`config.mk`:
```
export PLATFORM = sky130hd
export DESIGN_NAME = clk_reset_sequencer
export DESIGN_NICKNAME = d
export VERILOG_FILES = /design/src/rtl/clk_reset_sequencer_pkg.sv /design/src/rtl/clk_reset_sequencer_bit_sync.sv /design/src/rtl/clk_reset_sequencer.sv
export SDC_FILE = /design/constraint.sdc
export NUM_CORES = 1
export LEC_CHECK = 0
export CAP_MARGIN = 5
export CORE_ASPECT_RATIO = 0.5
export CORE_MARGIN = 2
export CORE_UTILIZATION = 33
export DETAILED_ROUTE_END_ITERATION = 16
export HOLD_SLACK_MARGIN = 0.08
export SYNTH_ARGS = -nofsm -noshare
export SYNTH_HDL_FRONTEND = slang
export SYNTH_SLANG_ARGS = --single-unit
export TNS_END_PERCENT = 20
```
`constraint.sdc`:
```
create_clock -name Clk -period 3 [get_ports Clk]
set_input_delay 0.6 -clock Clk [delete_from_list [all_inputs] [get_ports Clk]]
set_output_delay 0.6 -clock Clk [all_outputs]
set_load 0.05 [all_outputs]
```
`src/rtl/clk_reset_sequencer_pkg.sv`:
```
// clk_mgmt_pkg: shared state encoding, default sequencer timing and saturating increment
package clk_mgmt_pkg;
    typedef enum logic [1:0] {S_MMCM_RST, S_WAIT_LOCK, S_RELEASE, S_RUN} state_e;
    localparam int DEF_NUM_DOMAINS = 3;
    localparam int DEF_MMCM_RST_CYCLES = 8;
    localparam int DEF_LOCK_STABLE = 16;
    localparam int DEF_LOCK_TIMEOUT = 1000;
    localparam int DEF_STAGE_DELAY = 4;
    localparam int DEF_CNT_W = 8;
    function automatic logic [31:0] sat_inc(input logic [31:0] v, input int w);
        logic [31:0] lim;
        lim = (32'd1 << w) - 32'd1;
        return (v >= lim) ? v : v + 32'd1;
    endfunction
endpackage

```
`src/rtl/clk_reset_sequencer_bit_sync.sv`:
```
// bit_sync: two-flop synchroniser for a single asynchronous level
module bit_sync (
    input  logic Clk,
    input  logic rst_n,
    input  logic d,
    output logic q
);
    (* ASYNC_REG = "TRUE" *) logic [1:0] ff;
    always_ff @(posedge Clk or negedge rst_n) begin
        if (!rst_n) ff <= '0;
        else ff <= {ff[0], d};
    end
    assign q = ff[1];
endmodule

```
`src/rtl/clk_reset_sequencer.sv`:
```
// clk_reset_sequencer: MMCM reset, lock qualification and ordered per-domain reset release
module clk_reset_sequencer
    import clk_mgmt_pkg::*;
#(
    parameter int NUM_DOMAINS = DEF_NUM_DOMAINS,
    parameter int MMCM_RST_CYCLES = DEF_MMCM_RST_CYCLES,
    parameter int LOCK_STABLE = DEF_LOCK_STABLE,
    parameter int LOCK_TIMEOUT = DEF_LOCK_TIMEOUT,
    parameter int STAGE_DELAY = DEF_STAGE_DELAY,
    parameter int CNT_W = DEF_CNT_W
) (
    input  logic                   Clk,
    input  logic                   rst_n,
    input  logic                   mmcm_locked,
    input  logic                   soft_reset_req,
    output logic                   mmcm_rst,
    output logic [NUM_DOMAINS-1:0] domain_rst_n,
    output logic                   clk_good,
    output logic [CNT_W-1:0]       lock_loss_cnt,
    output logic [CNT_W-1:0]       retry_cnt
);
    localparam int CW = $clog2(LOCK_TIMEOUT + MMCM_RST_CYCLES + STAGE_DELAY + 1);
    localparam int SW = $clog2(LOCK_STABLE + 1);
    state_e                 state;
    logic [CW-1:0]          cyc;
    logic [SW-1:0]          stable;
    logic                   locked_s;
    logic [NUM_DOMAINS-1:0] dom_next;
    bit_sync u_sync (
        .Clk  (Clk),
        .rst_n(rst_n),
        .d    (mmcm_locked),
        .q    (locked_s)
    );
    // releases shift in from bit 0 so domains come up strictly in index order
    assign dom_next = NUM_DOMAINS'({domain_rst_n, 1'b1});
    always_ff @(posedge Clk or negedge rst_n) begin
        if (!rst_n) begin
            state         <= S_MMCM_RST;
            mmcm_rst      <= 1'b1;
            domain_rst_n  <= '0;
            clk_good      <= 1'b0;
            lock_loss_cnt <= '0;
            retry_cnt     <= '0;
            cyc           <= '0;
            stable        <= '0;
        end else begin
            case (state)
                S_MMCM_RST: begin
                    if (cyc == CW'(MMCM_RST_CYCLES - 1)) begin
                        state    <= S_WAIT_LOCK;
                        mmcm_rst <= 1'b0;
                        cyc      <= '0;
                    end else begin
                        cyc <= cyc + 1'b1;
                    end
                end
                S_WAIT_LOCK: begin
                    stable <= locked_s ? stable + 1'b1 : '0;
                    cyc    <= cyc + 1'b1;
                    if (locked_s && stable == SW'(LOCK_STABLE - 1)) begin
                        state  <= S_RELEASE;
                        cyc    <= '0;
                        stable <= '0;
                    end else if (cyc == CW'(LOCK_TIMEOUT - 1)) begin
                        state     <= S_MMCM_RST;
                        mmcm_rst  <= 1'b1;
                        cyc       <= '0;
                        stable    <= '0;
                        retry_cnt <= CNT_W'(sat_inc(32'(retry_cnt), CNT_W));
                    end
                end
                S_RELEASE, S_RUN: begin
                    if (!locked_s) begin
                        state         <= S_MMCM_RST;
                        mmcm_rst      <= 1'b1;
                        domain_rst_n  <= '0;
                        clk_good      <= 1'b0;
                        cyc           <= '0;
                        lock_loss_cnt <= CNT_W'(sat_inc(32'(lock_loss_cnt), CNT_W));
                    end else if (state == S_RUN) begin
                        if (soft_reset_req) begin
                            state        <= S_RELEASE;
                            domain_rst_n <= '0;
                            clk_good     <= 1'b0;
                            cyc          <= '0;
                        end else begin
                            clk_good <= 1'b1;
                        end
                    end else if (cyc == CW'(STAGE_DELAY - 1)) begin
                        domain_rst_n <= dom_next;
                        cyc          <= '0;
                        if (&dom_next) state <= S_RUN;
                    end else begin
                        cyc <= cyc + 1'b1;
                    end
                end
            endcase
        end
    end
endmodule

```
==> results by group, run 1 <==
Finish
  • Flip-flop and latch area: between 1000 and 1500 um^2
  • Fillers: 573
  • Fin nets: between 200 and 250
  • Multi-input logic area: roughly 950 um^2
  • Area grow syn2layout: 23.3%
  • Most common cell after layout, fill and taps aside: dfrtp_1
  • Final Util: 0.414
  • Layout cells sized above 1: 0.104
  • Commonest cells after routing, fill and taps aside: dfrtp_1, nand2_1, clkdlybuf4s50_1
  • Number of diodes: 0

Timing
  • Final Cycle Share: 0.742
  • Period minus WS final: 2.23 ns
  • Worst-margin pin slew: 0.862 ns
  • Slew HR: 0.426
  • Final WS setup: 0.773 ns
  • Hold Vio Cnt, Final: 0
  • Max Fclk: 449 MHz
  • Clock skew: a little under 0.009 ns
  • Fin. max-slew vios: 0
  • Endpoints failing setup: 0
  • Setup TNS: 0 ns
  • RSZ-0062 raised after global routing: no

Pwr
  • Seq pwr share: 0.458
  • Leak Pwr: about 0.0011 uW
  • P_int: between 1000 and 1500 uW
  • Clk pwr share: 0.371
  • Pwr Density: between 600 and 700 nW/um^2
  • Switching power: a little under 500 uW
  • Sw Ratio: 0.296
  • Combinational power share: 0.171
  • Maximum vdd ir drop: between 200 and 250 uV

Critical path
  • Largest fanout on the critical path: 3
  • Launch point of the worst reg-to-reg path: stable[0]$_DFFE_PN0P_
  • RR Endpoint: retry_cnt[7]$_DFFE_PN0P_
  • Biggest cell delay along the critical path: 0.80 ns
  • CP Class: flip-flop to primary output
  • Startpoint types: flip-flop
  • Worst r2r path cells: 7
  • CP delay by family, top: buffers and inverters
  • Critical Path Slowest Stage Cell: clkdlybuf4s50_1
  • Crit. End Element: primary output
  • Worst-path cell chain: clkdlybuf4s50_1
  • Worst path required time: roughly 2.4 ns
  • R2r setup slk: around 0.90 ns
  • Buf/Inv on CP: 1
  • Critical path arrival: 1.63 ns

Synth
  • Post-synth EDFFs: 0
  • Cell taking the most area after synthesis: dfrtp_1
  • Top post-synthesis cells by area: dfrtp_1, xnor2_1, nand2_1
  • Asr flop ratio synth: 1.00
  • Number of synthesized register bits: 40
  • Top cell type's share of synthesized area: 0.486
  • Distinct cell type count of the synthesized netlist: 46
  • Yosys Warn Count: 0
  • Prevailing post-synth register cell: dfrtp_1
  • Synth Instances: 194
  • Cell Area, Synth: approximately 2000 um^2
  • Syn Area/Cell: 10.4 um^2
  • Post-synthesis sequential area ratio: 0.499
  • Syn Nets: 203

Job
  • Max cap viols: 0

Place
  • I/O Buffers: 24
  • Place WS: approximately 0.9 ns
  • HPWL Detailed: approximately 2700 um
  • RD Place Congestion: between 0.8 and 0.9

Floorplanning
  • Die ar.: approximately 6800 um^2
  • Initial Util: 0.336
  • Site row count: 20
  • Core area: around 6000 um^2
  • Die Y: ~59 um
  • IO Pins: 25
  • Die Span X: roughly 110 um

Routing
  • DRC Markers: 0
  • 1st-pass router iterations: 4
  • Drt wl/cell: ~13 um
  • Via count: about 1,500
  • Starting DRT DRC Count: between 50 and 60
  • Via density: around 5.1
  • Remaining antenna violation count: 0
  • Total wire length: roughly 4000 um

Global routing
  • GRT Overall Usage: 0.128
  • Largest net degree at the start of global routing: 41
  • Gr ovfl total: 0
  • Antenna violations before repair: 0
  • First-pass GRT wire length: a little under 7000 um
  • Vias in the first global route: between 1,000 and 1,500

Clocking
  • Clock-pin slew on the worst setup and hold paths: 0.06 ns
  • Post-CTS setup repair buffer count: 0
  • Skew-Pair Late Insertion Delay: about 0.29 ns
  • TritonCTS Buffers: 5
  • CTS tree: built
  • Max Buffers Root-to-Sink: 2
  • Clock root cell: clkbuf_16
  • CTS Sinks: 40
  • Hold-fix buffers, CTS: 0
  • Post_cts resized: 0
  • H-tree Lvls: 2

Min path
  • Hold Crit Depth: 0
  • Hold EP: u_sync.ff[1]$_DFF_PN0_
  • Hold path startpoint: u_sync.ff[0]$_DFF_PN0_
  • Worst Hold Class: flip-flop to flip-flop

Run status
  • Run status: completed
-- final cells by class --
cell class,count,share of cell area
clock buffers,5,0.0505
clock inverters,3,0.0187
flip-flops and latches,40,0.405
well taps,77,0.0389
repair buffers,24,0.0950
multi-input cells,144,0.383
inverters,6,0.00910
-- registers in the layout, summed over array words and instances (netlist names) --
signal         flops
state              2
mmcm_rst           1
domain_rst_n       3
clk_good           1
cyc               10
retry_cnt          8
stable             5
u_sync.ff          2
lock_loss_cnt      8
-- through the flow --
step                      total power, uW  instance area, um^2  hold slack [ns]  std cells
after global routing                 1760                 2480            0.364        299
after detailed placement             1050                 2300            0.339        291
final                                1650                 2480            0.354        299
after floorplan                       979                 2010            0.304        194
after CTS                            1670                 2480            0.361        299
after global placement               1040                 2300            0.335        291
-- worst max path at each step --
stage	start	end	slack, ns	depth (start not counted)
final	mmcm_rst$_DFFE_PN1P_	mmcm_rst	0.77	1
after detailed placement	stable[0]$_DFFE_PN0P_	retry_cnt[4]$_DFFE_PN0P_	0.90	7
after floorplan	lock_loss_cnt[0]$_DFFE_PN0P_	lock_loss_cnt[7]$_DFFE_PN0P_	0.89	6
after global routing	stable[0]$_DFFE_PN0P_	retry_cnt[6]$_DFFE_PN0P_	0.73	7
after global placement	stable[0]$_DFFE_PN0P_	retry_cnt[6]$_DFFE_PN0P_	0.91	7
after CTS	mmcm_rst$_DFFE_PN1P_	mmcm_rst	0.76	1
-- routing by layer --
metal  wire [um]  global-route usage  vias to the layer above
met2        1690               0.189                       27
met5           0                   0                        -
li1            -                   -                      747
met3         112              0.0337                        7
met4          78              0.0610                        0
met1        2020               0.179                      741
-- kinds of logic (layout without fill, tap and decap cells) --
logic type	Yosys count	after routing	synth area share
adders and majority gates	5	5	0.0312
and+or+nand+nor	79	79	0.225
AOI/OAI and AO/OA	40	40	0.126
buffers and inverters	10	38	0.0287
DFF	40	40	0.499
xor gates and xnor gates	17	17	0.0741
muxes	3	3	0.0156
-- Yosys cell counts, types with 2 or more instances --
cell type	count
nand2b_1	2
a21o_1	3
nand3_1	10
nor3b_1	3
nor2_1	6
a21oi_1	8
nor3_1	3
inv_1	6
xnor2_1	11
and3_1	8
nor2b_1	3
and2_1	2
ha_1	5
nand4_1	3
o21ai_0	15
a21o_2	3
nand2_1	25
mux2i_1	2
xor2_1	6
nor4_1	3
a31oi_1	3
dfrtp_1	39
buf_2	2
-- power by group through the flow --
stage                     combinational [uW]  sequential, uW  clock [uW]
after floorplan                          256             723           0
after global placement                   276             762           0
after detailed placement                 287             762           0
after CTS                                286             755         633
after global routing                     327             775         653
final                                    282             757         614
(Power assumes the default switching activity.)
==> run 2: changes to the inputs <==
==> constraint.sdc (replaced) <==
create_clock -name Clk -period 2.1 [get_ports Clk]
set_input_delay 0.42 -clock Clk [delete_from_list [all_inputs] [get_ports Clk]]
set_output_delay 0.42 -clock Clk [all_outputs]
set_load 0.05 [all_outputs]
==> results by group, run 2 (same netlist as run 1, synthesis figures left out) <==
Timing
  • Period minus WS final: between 2 and 2.5 ns
  • Worst-margin pin slew: 0.511 ns
  • Fin. max-slew vios: 0
  • Hold Vio Cnt, Final: 0
  • Endpoints failing setup: 0
  • Clock skew: 0.00728 ns
  • Final Cycle Share: 0.956
  • Max Fclk: approximately 500 MHz
  • Slew HR: 0.659
  • RSZ-0062 raised after global routing: no
  • Setup TNS: 0 ns

Floorplanning
  • Die Y: around 60 um
  • IO Pins: 25
  • Core area: between 5000 and 6000 um^2
  • Die ar.: between 6000 and 7000 um^2
  • Site row count: 20
  • Die Span X: 114 um
  • Initial Util: 0.336

Place
  • I/O Buffers: 24
  • HPWL Detailed: 2870 um
  • RD Place Congestion: 0.737

Critical path
  • Launch point of the worst reg-to-reg path: stable[0]$_DFFE_PN0P_
  • Worst path required time: 2.31 ns
  • Crit. End Element: flip-flop
  • Worst r2r path cells: 7
  • R2r setup slk: just over 0.09 ns
  • Most used cell, CP: ha_2
  • CP Class: flip-flop to flip-flop
  • Critical path origin: stable[0]$_DFFE_PN0P_
  • RR Endpoint: retry_cnt[7]$_DFFE_PN0P_
  • Startpoint types: flip-flop
  • Biggest cell delay along the critical path: ~0.4 ns
  • Worst-path cell chain: ha_2 -> and3_1 -> ha_2 -> a21o_2 -> or3_4 -> nor3_4 -> xor2_1
  • Critical Path Slowest Stage Cell: dfrtp_1
  • Largest fanout on the critical path: 4
  • Critical path arrival: roughly 2.2 ns

Pwr
  • Maximum vdd ir drop: between 300 and 400 uV
  • Power, Total: between 2000 and 2500 uW
  • Leak Pwr: between 0.001 and 0.0015 uW
  • Pwr Density: roughly 940 nW/um^2

Job
  • Max cap viols: 0

Finish
  • Multi-input logic area: 995 um^2
  • Largest register FFs: 10
  • Number of diodes: 0
  • Layout cells sized above 1: 0.162
  • Leading registers by flop count: cyc: 10 flops, lock_loss_cnt: 8 flops, retry_cnt: 8 flops
  • Fin nets: about 240
  • Most flop-heavy register: cyc
  • Fillers: ~570
  • Area grow syn2layout: 27.8%
  • Most common cell after layout, fill and taps aside: dfrtp_1
  • Commonest cells after routing, fill and taps aside: dfrtp_1, nand2_1, clkdlybuf4s50_1
  • Flip-flop and latch area: approximately 1000 um^2

Clocking
  • Max Buffers Root-to-Sink: 2
  • CTS tree: built
  • Post-CTS setup repair buffer count: 0
  • H-tree Lvls: 2
  • Clock root cell: clkbuf_16
  • Skew-Pair Late Insertion Delay: approximately 0.28 ns
  • Clock-pin slew on the worst setup and hold paths: 0.06 ns
  • CTS Sinks: 40
  • TritonCTS Buffers: 5

Routing
  • Via count: about 1,600
  • Starting DRT DRC Count: 88
  • Via density: approximately 5.1
  • Drt wl/cell: roughly 13 um
  • Total wire length: between 4000 and 5000 um
  • DRC Markers: 0
  • Remaining antenna violation count: 0
  • 1st-pass router iterations: 5

Global routing
  • Vias in the first global route: around 1,500
  • Largest net degree at the start of global routing: 22
  • First-pass GRT wire length: around 7000 um
  • Gr ovfl total: 0
  • GRT Overall Usage: 0.131
  • Antenna violations before repair: 0

Min path
  • Worst Hold Class: primary input to async pin

Run status
  • Run status: completed
## run 2: cell types whose count changed in the layout (fill, tap and decap cells not counted), sizes merged
cell / delta
buf: +7
a21oi: +1
clkdlybuf4s50: -1
## run 2: critical path, delay by kind of cell, from the launching register on
| kind | cells | cell delay [ns] |
|---|---|---|
| and+or+nand+nor | 3 | 0.75 |
| DFF | 1 | 0.40 |
| adders and majority gates | 2 | 0.40 |
| AOI/OAI and AO/OA | 1 | 0.22 |
| xor gates and xnor gates | 1 | 0.15 |
## run 2: per-layer routing
layer,part of all wire,GRT usage
met3,0.041,0.0419
met5,0,0
met1,0.50,0.176
met2,0.45,0.203
met4,0.015,0.0453
## run 2: cell type report
class                   count  share of cell area
clock buffers               5              0.0488
clock inverters             3              0.0180
inverters                   6             0.00878
multi-input cells         145               0.388
flip-flops and latches     40               0.391
well taps                  77              0.0375
repair buffers             30               0.108
## run 2: where the power goes
part / switching [uW] / internal [uW]
combinational: 225 / 215
clock: 313 / 564
sequential: 187 / 897
## run 2: through the flow
step	area (um^2)	setup WS, ns	hold slack (ns)	util	instances
after floorplan	2010	0.0234	0.124	-	194
after global placement	2350	0.0722	0.335	0.393	297
after detailed placement	2350	0.0350	0.343	0.393	297
after CTS	2520	0.0148	0.112	0.421	305
after global routing	2570	0.0121	0.120	0.429	306
final	2570	0.0923	0.0914	0.429	306
## run 2: worst max path at each step
stage,endpoint,cells after the start
after global placement,cyc[6]$_DFFE_PN0N_,7
after CTS,retry_cnt[5]$_DFFE_PN0P_,7
after global routing,retry_cnt[4]$_DFFE_PN0P_,8
after floorplan,lock_loss_cnt[7]$_DFFE_PN0P_,6
after detailed placement,retry_cnt[5]$_DFFE_PN0P_,7
final,retry_cnt[7]$_DFFE_PN0P_,7
## run 2: timing repair
item / 4_1_cts / 5_1_grt
hold buffers: 0 / 0
hold endpoints to repair: 0 / 0
endpoints found under the setup margin: 0 / 15
gates resized for setup: 0 / 8
